<file path="src/rtl/cordic_pkg.sv">
// rtl/cordic_pkg.sv - shared widths, limits and scheduler state encoding for the hyperbolic CORDIC front end
package cordic_pkg;

    localparam int unsigned THETA_W   = 7;
    localparam int unsigned DATA_W    = 42;
    localparam int unsigned FRAC_W    = 34;
    localparam int unsigned THETA_MAX = 90;

    typedef enum logic [1:0] {
        IDLE      = 2'd0,
        ISSUE     = 2'd1,
        WAIT_DONE = 2'd2,
        RESULT    = 2'd3
    } sched_state_t;

endpackage

</file>
<file path="src/rtl/rr_arbiter.sv">
// rtl/rr_arbiter.sv - combinational round-robin arbiter, search starts one past the pointer
module rr_arbiter #(
    parameter int N  = 2,
    parameter int PW = (N > 1) ? $clog2(N) : 1
) (
    input  logic [N-1:0]  req,
    input  logic [PW-1:0] pointer,
    output logic [N-1:0]  grant
);

    localparam int SW = PW + 1;

    logic [SW-1:0] sum;
    logic [PW-1:0] idx;
    logic          found;

    // Walk the requesters in order pointer+1, pointer+2, ... (mod N) and grant the first one asserted
    always_comb begin
        grant = '0;
        found = 1'b0;
        sum   = '0;
        idx   = '0;
        for (int i = 1; i <= N; i++) begin
            sum = {1'b0, pointer} + SW'(i);
            if (sum >= SW'(N)) begin
                sum = sum - SW'(N);
            end
            idx = sum[PW-1:0];
            if (!found && req[idx]) begin
                grant[idx] = 1'b1;
                found      = 1'b1;
            end
        end
    end

endmodule

</file>
<file path="src/rtl/cordic_req_scheduler.sv">
// rtl/cordic_req_scheduler.sv - round-robin request scheduler for the shared Sinh/Cosh CORDIC block; optional WAIT_DONE timeout via CORDIC_SCHED_TIMEOUT_EN
module cordic_req_scheduler
    import cordic_pkg::*;
#(
    parameter  int NREQ           = 2,
    parameter  int TIMEOUT_CYCLES = 255,
    localparam int ID_W           = (NREQ > 1) ? $clog2(NREQ) : 1
) (
    input  logic                       clk,
    input  logic                       rst_n,
    input  logic [NREQ-1:0]            req_valid,
    input  logic [THETA_W*NREQ-1:0]    req_theta,
    output logic [NREQ-1:0]            req_ready,
    output logic                       cordic_start,
    output logic [THETA_W-1:0]         cordic_theta,
    input  logic                       cordic_done,
    input  logic signed [DATA_W-1:0]   cordic_sinh,
    input  logic signed [DATA_W-1:0]   cordic_cosh,
    output logic                       res_valid,
    input  logic                       res_ready,
    output logic [ID_W-1:0]            res_id,
    output logic signed [DATA_W-1:0]   res_sinh,
    output logic signed [DATA_W-1:0]   res_cosh,
    output logic                       res_err,
    output logic                       busy
);

    sched_state_t       state;
    sched_state_t       state_nxt;
    logic [ID_W-1:0]    pointer;
    logic [NREQ-1:0]    grant;
    logic [ID_W-1:0]    grant_idx;
    logic [ID_W-1:0]    scan_idx;
    logic [THETA_W-1:0] theta_arr [NREQ];
    logic [THETA_W-1:0] theta_sel;
    logic [THETA_W-1:0] theta_q;
    logic               accept;
    logic               range_bad;
    logic               timeout_hit;

    for (genvar k = 0; k < NREQ; k++) begin : g_theta
        assign theta_arr[k] = req_theta[k*THETA_W +: THETA_W];
    end

    rr_arbiter #(
        .N  (NREQ),
        .PW (ID_W)
    ) u_arb (
        .req     (req_valid),
        .pointer (pointer),
        .grant   (grant)
    );

    // Encode the one-hot grant into a requester index
    always_comb begin
        grant_idx = '0;
        scan_idx  = '0;
        for (int i = 0; i < NREQ; i++) begin
            scan_idx = ID_W'(i);
            if (grant[scan_idx]) begin
                grant_idx = scan_idx;
            end
        end
    end

    assign theta_sel    = theta_arr[grant_idx];
    assign range_bad    = theta_sel > THETA_W'(THETA_MAX);
    assign accept       = (state == IDLE) && (|grant);
    assign cordic_theta = theta_q;

`ifdef CORDIC_SCHED_TIMEOUT_EN
    localparam int CNT_W = $clog2(TIMEOUT_CYCLES + 1);

    logic [CNT_W-1:0] wait_cnt;

    // Cycles spent in WAIT_DONE; held at zero everywhere else so it restarts on each entry
    always_ff @(posedge clk or negedge rst_n) begin
        if (!rst_n) begin
            wait_cnt <= '0;
        end else if (state != WAIT_DONE) begin
            wait_cnt <= '0;
        end else begin
            wait_cnt <= wait_cnt + CNT_W'(1);
        end
    end

    assign timeout_hit = (state == WAIT_DONE) && (wait_cnt == CNT_W'(TIMEOUT_CYCLES));
`else
    logic [31:0] unused_timeout;

    assign unused_timeout = 32'(TIMEOUT_CYCLES);
    assign timeout_hit    = 1'b0;
`endif

    // State register
    always_ff @(posedge clk or negedge rst_n) begin
        if (!rst_n) begin
            state <= IDLE;
        end else begin
            state <= state_nxt;
        end
    end

    // Next-state logic; a done pulse outside WAIT_DONE has no effect
    always_comb begin
        state_nxt = state;
        case (state)
            IDLE: begin
                if (accept) begin
                    state_nxt = range_bad ? RESULT : ISSUE;
                end
            end
            ISSUE: begin
                state_nxt = WAIT_DONE;
            end
            WAIT_DONE: begin
                if (cordic_done || timeout_hit) begin
                    state_nxt = RESULT;
                end
            end
            RESULT: begin
                if (res_ready) begin
                    state_nxt = IDLE;
                end
            end
            default: begin
                state_nxt = IDLE;
            end
        endcase
    end

    // Outputs decoded from the state; req_ready only ever mirrors the grant while IDLE
    always_comb begin
        cordic_start = (state == ISSUE);
        res_valid    = (state == RESULT);
        busy         = (state != IDLE);
        req_ready    = (state == IDLE) ? grant : '0;
    end

    // Request capture, round-robin pointer and result registers
    always_ff @(posedge clk or negedge rst_n) begin
        if (!rst_n) begin
            pointer  <= ID_W'(NREQ - 1);
            theta_q  <= '0;
            res_id   <= '0;
            res_sinh <= '0;
            res_cosh <= '0;
            res_err  <= 1'b0;
        end else begin
            if (accept) begin
                pointer  <= grant_idx;
                theta_q  <= theta_sel;
                res_id   <= grant_idx;
                res_sinh <= '0;
                res_cosh <= '0;
                res_err  <= range_bad;
            end else if (state == WAIT_DONE) begin
                if (cordic_done) begin
                    res_sinh <= cordic_sinh;
                    res_cosh <= cordic_cosh;
                    res_err  <= 1'b0;
                end else if (timeout_hit) begin
                    res_sinh <= '0;
                    res_cosh <= '0;
                    res_err  <= 1'b1;
                end
            end
        end
    end

endmodule

</file>
<file path="config.mk">
export PLATFORM = sky130hd
export DESIGN_NAME = cordic_req_scheduler
export DESIGN_NICKNAME = d
export VERILOG_FILES = /design/src/rtl/cordic_pkg.sv /design/src/rtl/rr_arbiter.sv /design/src/rtl/cordic_req_scheduler.sv
export SDC_FILE = /design/constraint.sdc
export NUM_CORES = 1
export LEC_CHECK = 0
export BUFFER_PORTS_ARGS = -buffer_cell sky130_fd_sc_hd__buf_4
export CAP_MARGIN = 40
export CORE_MARGIN = 8
export CORE_UTILIZATION = 46
export CTS_BUF_LIST = sky130_fd_sc_hd__clkbuf_16
export CTS_CLUSTER_DIAMETER = 100
export DETAILED_ROUTE_END_ITERATION = 16
export GPL_ROUTABILITY_DRIVEN = 0
export PLACE_DENSITY = 0.81
export SYNTH_ARGS = -nofsm -noshare
export SYNTH_HDL_FRONTEND = slang
export SYNTH_SLANG_ARGS = --single-unit
</file>
<file path="constraint.sdc">
create_clock -name clk -period 1.6 [get_ports clk]
set_input_delay 0.48 -clock clk [delete_from_list [all_inputs] [get_ports clk]]
set_output_delay 0.48 -clock clk [all_outputs]
set_load 0.005 [all_outputs]
</file>
==> results of run 1 <==
flip-flops by register name, indices dropped and copies added, names as in the netlist:
name and cells:
cordic_theta 7, pointer 1, res_cosh 42, res_err 1, res_id 1, res_sinh 42, state 2
critical path: stages, from the launching register on:
cell	delay, ns
dfrtp_1	0.40
inv_2	0.09
ha_4	0.17
nand2_4	0.06
nor2b_4	0.12
buf_6	0.10
power breakdown:
| part | internal, mW | switching [mW] |
|---|---|---|
| clock network | 1.04 | 0.890 |
| logic | 3.16 | 2.80 |
| registers | 3.56 | 0.651 |
| total | 7.76 | 4.34 |
routing by layer:
| metal | vias up | track usage [%] |
|---|---|---|
| met5 | - | 0 |
| met4 | 0 | 6.85 |
| met3 | 24 | 7.74 |
| met2 | 181 | 35.7 |
| met1 | 1925 | 22.9 |
| li1 | 1861 | - |
what timing repair did:
action,4_1_cts,5_1_grt
hold buffers,0,0
pin swaps,2,2
endpoints found under the setup margin,16,91
gates cloned,0,13
resized for setup,18,15
buffers inserted,6,1
final cells by class:
type | instances | area share [%]
Clock buffer | 9 | 3.50
Sequential cell | 96 | 37.4
Inverter | 5 | 0.409
Multi-Input combinational cell | 310 | 24.0
Tap cell | 108 | 2.10
Timing Repair Buffer | 232 | 31.9
Clock inverter | 7 | 0.643
per-stage QoR:
step                hold slack [ns]  setup slack (ns)
floorplan                     0.184             0.179
global placement              0.470            0.0714
detailed placement            0.480          -0.00224
CTS                           0.140            -0.132
global route                  0.143            -0.196
finish                        0.128            -0.157
cells in the final DEF (no fill, tap or decap), types with 2 or more instances in the layout:
master,instances
a21oi_1,81
a21oi_2,5
and2_4,2
buf_12,8
buf_4,206
buf_6,8
clkbuf_16,18
clkinv_4,2
dfrtp_1,95
ha_4,3
inv_1,4
inv_2,2
mux2i_1,7
nand2_1,178
nand3_1,3
o21ai_1,10
o21ai_2,3
cells by family (layout without fill, tap and decap cells):
kind of cell / Yosys count / after routing / share of synthesized area, %
fa+ha+maj: 4 / 4 / 1.24
simple gates: 192 / 193 / 18.4
flops: 96 / 96 / 59.5
compound gates: 106 / 106 / 14.2
mux: 7 / 7 / 1.73
buf+inv: 34 / 253 / 4.99
worst paths after layout:
kind / slack (ns) / end / from
hold reg to reg: 0.49 / cordic_theta[5] / cordic_theta[5]
hold / removal: 0.13 / res_sinh[3] / rst_n
max in group asynchronous: 1.19 / pointer / rst_n
setup / recovery: -0.16 / req_ready[0] / state[0]
min in group clk: 0.39 / res_cosh[11] / cordic_cosh[11]
setup reg to reg: 0.02 / res_sinh[4] / state[0]
==> metrics, run 1 <==
Worst Hold Class=in2async; sequential area share after synthesis=59.5%; period utilisation layout=110%; Die ar.=12,000 um2; pwr/cell area=1880 nW/um2; largest net degree at the start of global routing=56; Routed Antenna Nets=0; CP arrival=1.28 ns; Num CTS Buffers=9; Post-Syn Nets=547; Core Area=8640 um2; post-DP HPWL=9320 um; gr usage total=20.6%; CTS tree=yes; Max-Cap Viols=0; vias per std cell=5.20; PortBufs=201; Hold Fails Final Rpt=0; Syn Std Cell Area=4040 um2; RSZ-0062 raised after global routing=true; VDD IR-drop max=1190 uV; I/O Pins=202; run status=finished with violations; vias in the first global route=4,023; Synth-to-Final Area Change=59.1%; Die Width=110 um; Post-synth EDFFs=0; Slew @ Worst Pin=0.635 ns; final setup vio count=5; Max Fclk=569 MHz; Req. time, crit path=1.12 ns; initial antenna violation count=0; Synth area leaders=dfrtp_1 (59%), nand2_1 (17%), a21oi_1 (11%); Post-Route M1 WL=5370 um; nets@finish=762; wire length per cell=19.1 um; fill count=629; min cycle time layout=1.76 ns; worst rel slew slack=57.6%; path type of the worst setup path=reg2out; yosys warns=0; clock root buffer=clkbuf_16; Reg2Reg Depth=9; clk_skew=0.00600 ns; vias=3,991; met3 wire len=1560 um; DP Cell Count=731; fin area=6430 um2; Synth top area share=58.9%; met2 routed wirelength=7470 um; CP max FO=4; final wirelength=14,700 um; fin util=74.4%; dominant synthesized flop cell=dfrtp_1; top cell type by total area after synthesis=dfrtp_1; worst setup margin=-0.157 ns; top-count cell post-synth=nand2_1; DRT iter0 DRCs=265; Die Span Y=110 um; Clock Pin Slew Worst Setup and Hold Paths=0.06 ns; Area after DPL=5700 um2; Async S/R FF share, synth=100%; initial core utilization=46.8%; FF+latch area=2400 um2; Worst Setup End Kind=primary output; Yosys reg bits=96; Avg Cell Area, Syn=9.20 um2; clk sinks=96; multi-input logic area=1550 um2; first-pass GRT wire length=19,600 um; static leakage=3.20 nW; share of cells above drive strength 1=41.3%; CP startpoint kind=flop; Final Slew Violations=0; CTS HTree Levels=3; Clock Path Buffers=2; Power, Total=12.1 mW; DR top layer=met4; cells after synthesis=439; gr ovfl total=0; Final Instance Count excl. Fillers=767; Post-Route Setup TNS=-0.558 ns; DRC viols=0; top cells by count, synth=nand2_1 (180), dfrtp_1 (95), a21oi_1 (86); cell row count=34; synth unique cells=28; ANT cells=0; failing checks=setup timing; Pre-antenna DRT Iters=4; worst-skew pair later-pin latency=0.33 ns
Note: power is estimated with default switching activity, not from simulation.
==> run 2: changes to the inputs <==
- CORE_UTILIZATION: 46 -> 40
- PLACE_DENSITY: 0.81 -> 0.72
- SKIP_CTS_REPAIR_TIMING: default -> 1
==> metrics, run 2 (same netlist as run 1, synthesis figures left out) <==
Clock power frac=15.9% (about the same); Max-Cap Viols=0 (unchanged); pwr/cell area=1820 nW/um2 (was 1880 nW/um2); Slew @ Worst Pin=0.377 ns (was 0.635 ns); slowest stage delay, CP=0.56 ns (was 0.40 ns); Num CTS Buffers=9 (unchanged); min cycle time layout=1.78 ns (was 1.76 ns); RSZ-0062 raised after global routing=true (unchanged); gr usage total=18.0% (was 20.6%); Hold Fails Final Rpt=0 (unchanged); Critical Path Slowest Stage Cell=dfstp_2 (was dfrtp_1); DRT iter0 DRCs=304 (was 265); clk_skew=0.00347 ns (was 0.00600 ns); commonest non-fill, non-tap cell in the layout=buf_4 (unchanged); Synth-to-Final Area Change=56.0% (was 59.1%); Combinational Power Share=47.5% (was 49.3%); Core Area=9770 um2 (was 8640 um2); initial core utilization=41.3% (was 46.8%); largest net degree at the start of global routing=48 (was 56); Top delay family on crit path=flip-flops (unchanged); hold slack final=0.0318 ns (was 0.128 ns); Worst Hold Class=in2async (unchanged); CP max FO=3 (was 4); Routed Antenna Nets=0 (unchanged); DRC viols=0 (unchanged); WP buf/inv=1 (was 2); Clock Pin Slew Worst Setup and Hold Paths=0.06 ns (about the same); vias per std cell=4.94 (was 5.20); Pre-antenna DRT Iters=4 (unchanged); Power, Total=11.5 mW (was 12.1 mW); run status=finished with violations (unchanged); Req. time, crit path=1.12 ns (about the same); vias=3,881 (was 3,991); first-pass GRT wire length=19,400 um (was 19,600 um); Die Span Y=116 um (was 110 um); Cell Chain, Critical Path=nand2b_1 > nor2b_4 > buf_6 (was inv_2 > ha_4 > nand2_4 > nor2b_4 > buf_6); initial antenna violation count=0 (unchanged); CP startpoint kind=flop (unchanged); static leakage=3.14 nW (was 3.20 nW); post-DP HPWL=9370 um (was 9320 um); final wirelength=13,300 um (was 14,700 um); CTS tree=yes (unchanged); worst rel slew slack=74.8% (was 57.6%); share of cells above drive strength 1=39.5% (was 41.3%); Sequential Power Share=36.6% (was 34.8%); Die ar.=13,600 um2 (was 12,000 um2); clock root buffer=clkbuf_16 (unchanged); Switching Share=34.7% (was 35.9%); commonest cells after routing, fill and taps aside=buf_4 (210), nand2_1 (178), dfrtp_1 (95), a21oi_1 (85), clkbuf_16 (14) (was buf_4 (206), nand2_1 (178), dfrtp_1 (95), a21oi_1 (81), clkbuf_16 (18)); vias in the first global route=3,860 (was 4,023); nets@finish=759 (was 762); cell row count=36 (was 34); CP arrival=1.30 ns (was 1.28 ns); clk sinks=96 (unchanged); CP startpoint=pointer (was state[0]); worst-skew pair later-pin latency=0.33 ns (about the same); Post-Route Setup TNS=-0.627 ns (was -0.558 ns); Worst Setup End Kind=primary output (unchanged); FF-to-FF Start=state[0] (unchanged); Final Slew Violations=0 (unchanged); I/O Pins=202 (unchanged); Die Width=116 um (was 110 um); failing checks=setup timing (unchanged); worst setup margin=-0.185 ns (was -0.157 ns); Internal=7.50 mW (was 7.76 mW); Clock Path Buffers=2 (unchanged); wire length per cell=17.0 um (was 19.1 um); PortBufs=201 (unchanged); Max Fclk=560 MHz (was 569 MHz); fin area=6300 um2 (was 6430 um2); VDD IR-drop max=1070 uV (was 1190 uV); ANT cells=0 (unchanged); final setup vio count=5 (unchanged); gr ovfl total=0 (unchanged); period utilisation layout=112% (was 110%); Area after DPL=5770 um2 (was 5700 um2); sw power=3.99 mW (was 4.34 mW); path type of the worst setup path=reg2out (unchanged); CTS HTree Levels=3 (unchanged)
[run 2: worst reg2reg max path, delay by kind of cell, from the launching register on]
kind	cells	cell delay, ns
buf+inv	4	0.50
fa+ha+maj	1	0.16
flops	1	0.40
simple gates	2	0.25
compound gates	1	0.15
[run 2: area by class of cell]
class | instances | area, um2
clock buffers | 9 | 225
clock inverters | 4 | 16.3
fillers | 804 | 3470
inverters | 5 | 23.8
multi-input cells | 309 | 1500
flip-flops and latches | 96 | 2400
well taps | 133 | 166
repair buffers | 230 | 1970
[run 2: through the flow]
step	instances	setup WS [ns]	util, %
2_1_floorplan	439	0.179	-
3_3_place_gp	757	0.0743	59.0
3_5_place_dp	757	0.0120	59.0
4_1_cts	770	-0.363	61.5
5_1_grt	786	-0.229	64.5
6_report	786	-0.185	64.5
[run 2: power groups by stage]
stage          registers [mW]  logic (mW)  clock network (mW)
2_1_floorplan            4.26        2.03                   0
3_3_place_gp             4.18        4.80                   0
3_5_place_dp             4.23        4.92                   0
4_1_cts                  4.21        4.92                1.88
5_1_grt                  4.35        5.98                1.99
6_report                 4.21        5.46                1.82
[run 2: layer usage]
layer	routed length [um]	GRT usage, %	up-vias	share of wire (%)
met3	1540	7.14	18	12
li1	-	-	1846	-
met5	0	0	-	0
met1	5230	21.4	1838	39
met4	221	6.40	0	1.7
met2	6350	29.0	179	48
[run 2: worst paths after layout]
kind / depth (start not counted) / to / slack [ns]
min in group clk: 3 / res_sinh[3] / 0.39
min: 1 / res_sinh[37] / 0.03
max reg2reg: 8 / res_sinh[29] / 0.04
min reg2reg: 2 / cordic_theta[3] / 0.49
max: 3 / req_ready[0] / -0.18
max in group asynchronous: 2 / pointer / 1.02
